--- config.mk ---
export PLATFORM = sky130hd
export DESIGN_NAME = ap_unsi_wall_pipe_flat
export DESIGN_NICKNAME = d
export VERILOG_FILES = /design/src/rtl/ap_unsi_wall_pipe_if.sv /design/src/rtl/ap_unsi_wall_pipe.sv /design/src/flat_wrapper.sv
export SDC_FILE = /design/constraint.sdc
export NUM_CORES = 1
export LEC_CHECK = 0
export ABC_AREA = 1
export ABC_CLOCK_PERIOD_IN_PS = 4100
export CORE_MARGIN = 4
export CORE_UTILIZATION = 58
export DETAILED_ROUTE_END_ITERATION = 10
export PLACE_DENSITY = 0.83
export SYNTH_ARGS = -nofsm -noshare
export SYNTH_HDL_FRONTEND = slang
export SYNTH_SLANG_ARGS = --single-unit
--- constraint.sdc ---
create_clock -name clk -period 4.1 [get_ports clk]
set_input_delay 0.41 -clock clk [delete_from_list [all_inputs] [get_ports clk]]
set_output_delay 0.41 -clock clk [all_outputs]
set_load 0.02 [all_outputs]
--- src/rtl/ap_unsi_wall_pipe_if.sv ---
// rtl/ap_unsi_wall_pipe_if.sv - operand/result handshake bundle for ap_unsi_wall_pipe
interface ap_unsi_wall_pipe_if #(
    parameter int DW    = 8,
    parameter int CNT_W = 16
);
    logic              in_valid;
    logic              in_ready;
    logic [DW-1:0]     muld;
    logic [DW-1:0]     mulr;
    logic              apx_en;
    logic              out_valid;
    logic              out_ready;
    logic [2*DW-1:0]   res;
    logic              res_apx;
    logic [CNT_W-1:0]  err_cnt;

    modport master (
        output in_valid, muld, mulr, apx_en, out_ready,
        input  in_ready, out_valid, res, res_apx, err_cnt
    );

    modport slave (
        input  in_valid, muld, mulr, apx_en, out_ready,
        output in_ready, out_valid, res, res_apx, err_cnt
    );
endinterface

--- src/rtl/ap_unsi_wall_pipe.sv ---
// rtl/ap_unsi_wall_pipe.sv - two-stage exact/approximate unsigned multiplier; AP_MULT_ERRCNT_EN enables the error counter
module ap_unsi_wall_pipe #(
    parameter int DW       = 8,
    parameter int APX_COLS = 3,
    parameter int CNT_W    = 16
) (
    input  logic                  clk,
    input  logic                  rst_n,
    ap_unsi_wall_pipe_if.slave    bus
);
    localparam int NCOL = 2 * DW - 1;
    localparam int PW   = 2 * DW;
    localparam int PCW  = $clog2(DW + 1);

    logic adv;

    logic             v1_q;
    logic             apx1_q;
    logic [PCW-1:0]   col_d [NCOL];
    logic [PCW-1:0]   col_q [NCOL];

    logic             out_valid_q;
    logic             res_apx_q;
    logic [PW-1:0]    res_q;
    logic [PW-1:0]    res_d;

    logic [PW-1:0]    full_sum;
    logic [PW-1:0]    high_sum;
    logic [PW-1:0]    low_or;

    // Whole pipeline moves together; a stalled output freezes both stages.
    assign adv          = !out_valid_q || bus.out_ready;
    assign bus.in_ready = adv;
    assign bus.out_valid = out_valid_q;
    assign bus.res       = res_q;
    assign bus.res_apx   = res_apx_q;

    // Column compression: popcount of every partial-product column.
    always_comb begin
        for (int k = 0; k < NCOL; k++) begin
            col_d[k] = '0;
        end
        for (int i = 0; i < DW; i++) begin
            for (int j = 0; j < DW; j++) begin
                col_d[i+j] = col_d[i+j] + PCW'(bus.muld[i] & bus.mulr[j]);
            end
        end
    end

    // Low columns collapse to an OR with no carry; high columns add exactly.
    always_comb begin
        full_sum = '0;
        high_sum = '0;
        low_or   = '0;
        for (int k = 0; k < NCOL; k++) begin
            full_sum = full_sum + (PW'(col_q[k]) << k);
            if (k >= APX_COLS) begin
                high_sum = high_sum + (PW'(col_q[k]) << k);
            end else begin
                low_or[k] = |col_q[k];
            end
        end
        res_d = apx1_q ? (high_sum | low_or) : full_sum;
    end

    always_ff @(posedge clk) begin
        if (!rst_n) begin
            v1_q        <= 1'b0;
            apx1_q      <= 1'b0;
            out_valid_q <= 1'b0;
            res_q       <= '0;
            res_apx_q   <= 1'b0;
            for (int k = 0; k < NCOL; k++) begin
                col_q[k] <= '0;
            end
        end else if (adv) begin
            v1_q        <= bus.in_valid;
            apx1_q      <= bus.apx_en;
            col_q       <= col_d;
            out_valid_q <= v1_q;
            res_q       <= res_d;
            res_apx_q   <= apx1_q;
        end
    end

`ifdef AP_MULT_ERRCNT_EN
    logic [DW-1:0]    muld1_q;
    logic [DW-1:0]    mulr1_q;
    logic [PW-1:0]    exact_q;
    logic [CNT_W-1:0] err_cnt_q;

    always_ff @(posedge clk) begin
        if (!rst_n) begin
            muld1_q   <= '0;
            mulr1_q   <= '0;
            exact_q   <= '0;
            err_cnt_q <= '0;
        end else begin
            if (adv) begin
                muld1_q <= bus.muld;
                mulr1_q <= bus.mulr;
                exact_q <= PW'(muld1_q) * PW'(mulr1_q);
            end
            if (out_valid_q && bus.out_ready && res_apx_q &&
                (res_q != exact_q) && (err_cnt_q != {CNT_W{1'b1}})) begin
                err_cnt_q <= err_cnt_q + 1'b1;
            end
        end
    end

    assign bus.err_cnt = err_cnt_q;
`else
    assign bus.err_cnt = '0;
`endif
endmodule

--- src/flat_wrapper.sv ---
// flat-port wrapper written by rule: the top's interface ports become plain ports
module ap_unsi_wall_pipe_flat 
#(
    parameter int DW       = 8,
    parameter int APX_COLS = 3,
    parameter int CNT_W    = 16
)
  (clk, rst_n, bus_in_valid, bus_muld, bus_mulr, bus_apx_en, bus_out_ready, bus_in_ready, bus_out_valid, bus_res, bus_res_apx, bus_err_cnt);
  ap_unsi_wall_pipe_if #(.DW(DW), .CNT_W(CNT_W)) bus_i ();
  input  logic clk;
  input  logic rst_n;
  input wire logic [$bits(bus_i.in_valid)-1:0] bus_in_valid;
  input wire logic [$bits(bus_i.muld)-1:0] bus_muld;
  input wire logic [$bits(bus_i.mulr)-1:0] bus_mulr;
  input wire logic [$bits(bus_i.apx_en)-1:0] bus_apx_en;
  input wire logic [$bits(bus_i.out_ready)-1:0] bus_out_ready;
  output wire logic [$bits(bus_i.in_ready)-1:0] bus_in_ready;
  output wire logic [$bits(bus_i.out_valid)-1:0] bus_out_valid;
  output wire logic [$bits(bus_i.res)-1:0] bus_res;
  output wire logic [$bits(bus_i.res_apx)-1:0] bus_res_apx;
  output wire logic [$bits(bus_i.err_cnt)-1:0] bus_err_cnt;
  assign bus_i.in_valid = bus_in_valid;
  assign bus_i.muld = bus_muld;
  assign bus_i.mulr = bus_mulr;
  assign bus_i.apx_en = bus_apx_en;
  assign bus_i.out_ready = bus_out_ready;
  assign bus_in_ready = bus_i.in_ready;
  assign bus_out_valid = bus_i.out_valid;
  assign bus_res = bus_i.res;
  assign bus_res_apx = bus_i.res_apx;
  assign bus_err_cnt = bus_i.err_cnt;
  ap_unsi_wall_pipe #(.DW(DW), .APX_COLS(APX_COLS), .CNT_W(CNT_W)) u_core (.clk(clk), .rst_n(rst_n), .bus(bus_i));
endmodule
# Word level (Yosys, flattened, before mapping)
# Index checks and enable logic that the tools add are counted.
word_totals:
  register_bits: 76
  input_bits: 21
  out_inout_bits: 35
  elab_cells: 165
op_classes:
  addsub: 74
  n_mux: 1
  n_bitwise: 65
  reduce_logical: 5
op_table:
  columns: ["op", "count"]
  rows:
  - ["adder 4 bit", 48]
  - ["adder 16 x 15 -> 16 bit", 4]
  - ["adder 16 bit", 4]
  - ["AND 1 bit", 64]
  - ["adder 16 x 10 -> 16 bit", 2]
  - ["adder 16 x 11 -> 16 bit", 2]
  - ["adder 16 x 12 -> 16 bit", 2]
  - ["adder 16 x 13 -> 16 bit", 2]
  - ["adder 16 x 14 -> 16 bit", 2]
  - ["adder 16 x 9 -> 16 bit", 2]
  - ["adder 16 x 6 -> 16 bit", 1]
  - ["adder 16 x 7 -> 16 bit", 1]
  - ["adder 16 x 8 -> 16 bit", 1]
  - ["two-way mux 16 bit", 1]
  - ["bitwise OR 16 x 3 -> 16 bit", 1]
  - ["OR reduction 4 bit", 3]
  - ["adder 7 x 8 -> 9 bit", 1]
  - ["adder 4 x 5 -> 6 bit", 1]
  - ["adder 1 x 1 -> 2 bit", 1]
  - ["logical NOT 1 bit", 1]
  - ["logical OR 1 bit", 1]

# Logic depth before layout (Yosys ltp)
# Gate-level depths: netlist (run 1).
logic_depth:
  word_depth: 15
  depth_mapped: 19
  ltp_nobuf: 19

# Worst setup path before layout (run 1)
# Ideal clock, no wire load.
synth_timing:
  path_kind: "input-to-reg"
  start: "input bus_muld[7]"
  end: "register u_core.col_q[29] (netlist name)"
  setup_time_ns: 0.116
  t_arrival_ns: 3.141
  required_ns: 3.984
  path_slack_ns: 0.844
  path_stages: 12
  n_path_buf: 1
  cell_sequence: "clkbuf_1 > nand2_1 > inv_1 > fa_1 > inv_1 > fa_1 > fa_1 > inv_1 > ha_1 > fa_1 > o21ai_0 > nor2_1"
synth_lines:
  columns: ["item", "line_no", "text"]
  rows:
  - ["from (decl)", "flat_wrapper.sv:13", "input wire logic [$bits(bus_i.muld)-1:0] bus_muld;"]
  - ["to (signal assigned)", "ap_unsi_wall_pipe.sv:79", "col_q <= col_d;"]
  - ["to (decl)", "ap_unsi_wall_pipe.sv:20", "logic [PCW-1:0] col_q [NCOL];"]

# Final worst setup path (run 1)
layout_timing:
  start: "register u_core.col_q[40] (netlist name)"
  end: "register u_core.res_q[14], in the netlist u_core.bus.res[14]"
layout_via:
  elab_chain_cells: 13
  word_cells_on_any_way: 24
  cone_classes: "add/sub: 22; mux: 1; bitwise: 1"
layout_lines:
  columns: ["item", "line_no", "text"]
  rows:
  - ["adder 7 x 8 -> 9 bit", "ap_unsi_wall_pipe.sv:58", "high_sum = high_sum + (PW'(col_q[k]) << k);"]
  - ["adder 16 x 9 -> 16 bit", "ap_unsi_wall_pipe.sv:58", null]
  - ["adder 16 x 10 -> 16 bit", "ap_unsi_wall_pipe.sv:58", null]
  - ["adder 16 x 11 -> 16 bit", "ap_unsi_wall_pipe.sv:58", null]
  - ["adder 16 x 12 -> 16 bit", "ap_unsi_wall_pipe.sv:58", null]
  - ["adder 16 x 13 -> 16 bit", "ap_unsi_wall_pipe.sv:58", null]
  - ["adder 16 x 14 -> 16 bit", "ap_unsi_wall_pipe.sv:58", null]
  - ["adder 16 x 15 -> 16 bit", "ap_unsi_wall_pipe.sv:58", null]
  - ["adder 16 bit (2 in a row)", "ap_unsi_wall_pipe.sv:58", null]
  - ["adder 16 x 15 -> 16 bit", "ap_unsi_wall_pipe.sv:58", null]
  - ["bitwise OR 16 x 3 -> 16 bit", "ap_unsi_wall_pipe.sv:63", "res_d = apx1_q ? (high_sum | low_or) : full_sum;"]
  - ["two-way mux 16 bit (*)", "ap_unsi_wall_pipe.sv:63", null]
  - ["to (signal assigned)", "ap_unsi_wall_pipe.sv:81", "res_q <= res_d;"]
  - ["to (decl)", "ap_unsi_wall_pipe.sv:24", "logic [PW-1:0] res_q;"]
# Every way passes the cells marked *; elsewhere a longest branch is shown, timed or not.
# A chain may end at the register's enable or synchronous reset.

==> results of run 1 <==
==> Yosys cell counts <==
cell	count	area, um2
nor2_1	81	304.0
a21oi_1	30	150.1
nand3_1	22	110.1
a21oi_2	1	8.760
fa_1	47	940.9
a21boi_0	1	7.510
buf_4	18	135.1
o21a_1	1	7.510
a31oi_1	7	43.79
ha_1	53	663.1
buf_2	8	40.04
inv_2	1	3.750
clkbuf_2	3	15.01
o211ai_1	1	7.510
conb_1	1	3.750
nand2_2	1	6.260
inv_1	120	450.4
nand3b_1	2	15.01
o21bai_1	2	15.01
nor2_2	1	6.260
dfxtp_1	58	1161
nand2_1	133	499.2
clkbuf_1	24	90.09
o21ai_0	59	295.3
xor2_1	3	26.28
nand4_1	5	31.28
nand3_2	1	10.01
nor3_1	1	5.000
a211oi_1	1	7.510
xnor2_1	5	43.79
==> power breakdown <==
group	switching (mW)	internal [mW]	total, mW
registers	0.0609	0.641	0.702
clock network	0.245	0.232	0.477
logic	0.534	0.363	0.897
total	0.840	1.24	2.08
==> through the flow <==
stage                     hold slack [ns]  instance area [um2]  power, mW  utilization, %
after floorplan                    0.4297                 5160      1.350               -
after global placement             0.4399                 5451      1.573           65.04
after detailed placement           0.4474                 5451      1.601           65.04
after CTS                          0.4578                 5623      2.085           67.08
after global routing               0.4970                 5623      2.263           67.08
final                              0.4549                 5623      2.076           67.08
==> layout make-up <==
cell class | instances | area [um2] | area share (%)
flip-flops and latches | 58 | 1161 | 20.65
clock inverters | 5 | 30.03 | 0.5340
clock buffers | 11 | 141.4 | 2.514
repair buffers | 45 | 435.4 | 7.744
multi-input cells | 474 | 3269 | 58.14
inverters | 121 | 454.2 | 8.077
well taps | 105 | 131.4 | 2.336
==> kinds of logic (layout without fill, tap and decap cells) <==
| kind of cell | count (synthesis) | after routing | share of synthesized area, % |
|---|---|---|---|
| compound gates | 103 | 103 | 10.64 |
| xor+xnor | 8 | 8 | 1.373 |
| fa+ha+maj | 100 | 100 | 31.43 |
| buf+inv | 174 | 182 | 14.39 |
| flops | 58 | 58 | 22.75 |
| other cells | 1 | 16 | 0.07348 |
| simple gates | 247 | 247 | 19.34 |
==> worst min path at each step <==
stage               slack [ns]           to         from
global placement          0.44  u_core.v1_q  u_core.v1_q
CTS                       0.46  u_core.v1_q  u_core.v1_q
detailed placement        0.45  u_core.v1_q  u_core.v1_q
global route              0.50  u_core.v1_q  u_core.v1_q
finish                    0.45  u_core.v1_q  u_core.v1_q
floorplan                 0.43  u_core.v1_q  u_core.v1_q
==> routing by layer <==
metal  GRT usage, %  vias to the layer above  share of wire (%)
met4          7.464                        0                1.6
li1               -                     2129                  -
met2          40.29                      116                 48
met3          2.617                       17                4.6
met1          29.42                     1958                 45
met5              0                        -                  0
==> worst max-delay path, delay by kind of cell, from the launching register on <==
family	cells	cell delay [ns]
adders and majority gates	7	2.20
DFF	1	0.32
xor gates and xnor gates	1	0.14
and+or+nand+nor	5	0.42
buffers and inverters	4	0.32
AOI/OAI and AO/OA	1	0.05
==> registers in the layout (all words and copies together), names as in the netlist <==
| signal | cells |
|---|---|
| u_core.col_q | 38 |
| u_core.bus.res | 16 |
| u_core.apx1_q | 1 |
| u_core.bus.out_valid | 1 |
| u_core.bus.res_apx | 1 |
| u_core.v1_q | 1 |
==> cells in the final DEF (no fill, tap or decap), drive strengths merged, types with 3 or more instances in the layout <==
master	instances
nand2	134
inv	121
nor2	82
o21ai	59
dfxtp	58
ha	53
fa	47
clkdlybuf4s50	39
a21oi	31
nand3	23
conb	16
clkbuf	11
a31oi	7
buf	6
xnor2	5
nand4	5
xor2	3
clkinv	3
==> flow_summary.toml, run 1 <==
[timing]
hold_violations = 0
tns_ns = 0
slew-limit-headroom_pct = 55.08
postLayoutSetupSlackWorst_ns = 0.5348
finClkSkew_ns = 0.009102
rsz0062_at_grt = "false"
setup_viol = 0
tightest_slew_ns = 0.6729
max_freq_ghz = 0.2805
timing.final.crit_share_pct = 86.96
finalMaxSlewViolations = 0
min_period_ns = 3.565

[clocking]
cts_htree_levels = 3
cts_buffers = 9
cts-root-buf = "clkbuf_8"
cts_tree = "yes"
post_cts_resized = 0
clk_path_buf_depth = 2
clock_latency_ns = 0.35
hold_buffers = 0
numClockSinks = 58
path_clk_slew_ns = 0.07
cts_setup_buffers = 0

[grt]
antenna_found_initial = 0
grt_max_degree = 61
grt_use_total_pct = 22.95
grt_pass1_vias = 4161
gr-total-overflow = 0
grt_pass1_wl_mm = 18.97

[routing]
route.detailed.drc = 0
routed_wl_mm = 11.13
ant_nets = 0
viasPerCell = 5.153
drt_iter0_drc = 145
wl_per_cell_um = 13.59
via_count = 4220
dr.pass1.iters = 5

[hold_path]
holdCritPathClass = "flop to flop"
holdPathStages = 2

[place]
place_hpwl_mm = 8.583
pre_cts_ws_ns = 0.2456
dpl.cell_count = 803
globalplace.congestion = 0.8853
portBuffers = 39

[synthesis]
yosysWarnings = 0
avgSynthCellArea_um2 = 7.386
synth_cells = 691
synthDistinctLibCells = 30
synth_area_um2 = 5104
seq_area_frac_synth_pct = 22.75
synth-seq-cells = 58

[finish]
stdcell_count = 819
antenna_cells = 0
fillCellCount = 693
nNetsFinal = 830
drive_gt1_share_pct = 3.641
synthToLayoutAreaGrowth_pct = 10.17

[setup_path]
crit_required_ns = 4.34
worst_ep_arrival_time_ns = 3.80
start_kind = "flop"
path_class = "flop to flop"
r2r_setup_slack_ns = 0.53
timing.rr.start = "u_core.col_q[40]"
reg2reg_to = "u_core.bus.res[14]"
critical_path.cell_chain = "ha_1 > fa_1 > xnor2_1 > fa_1 > fa_1 > inv_1 > ha_1 > ha_1 > inv_1 > fa_1 > inv_1 > nand4_1 > nand3_1 > nand2_1 > nand3_1 > nand2_1 > inv_1 > a21oi_1"
cp-startpoint = "u_core.col_q[40]"
cpMaxStageDelayCell = "fa_1"
ff2ff_path_depth = 18
crit_path_max_incr_delay_ns = 0.44
critPathCapture = "u_core.bus.res[14]"
crit_fanout = 4
cp-end-kind = "flop"

[floorplanning]
die_area_um2 = 10360
core_region_area_um2 = 8382
dieWidth_um = 101.8
die_y_um = 101.8
initial_utilization_pct = 60.89
placementRows = 33
ios = 56

[job]
drv_cap = 0

[power_and_ir_drop]
p_per_area_nw_per_um2 = 369.2
p_leak_nw = 3.141
ir_worst_vdd_uv = 146.4

[status]
outcome = "completed"
(Power assumes the default switching activity.)
==> inputs of run 2 (changes only) <==
- CAP_MARGIN: default -> 20
==> results of run 2 <==
Final layout, timing and power as in run 1 (identical DEF).
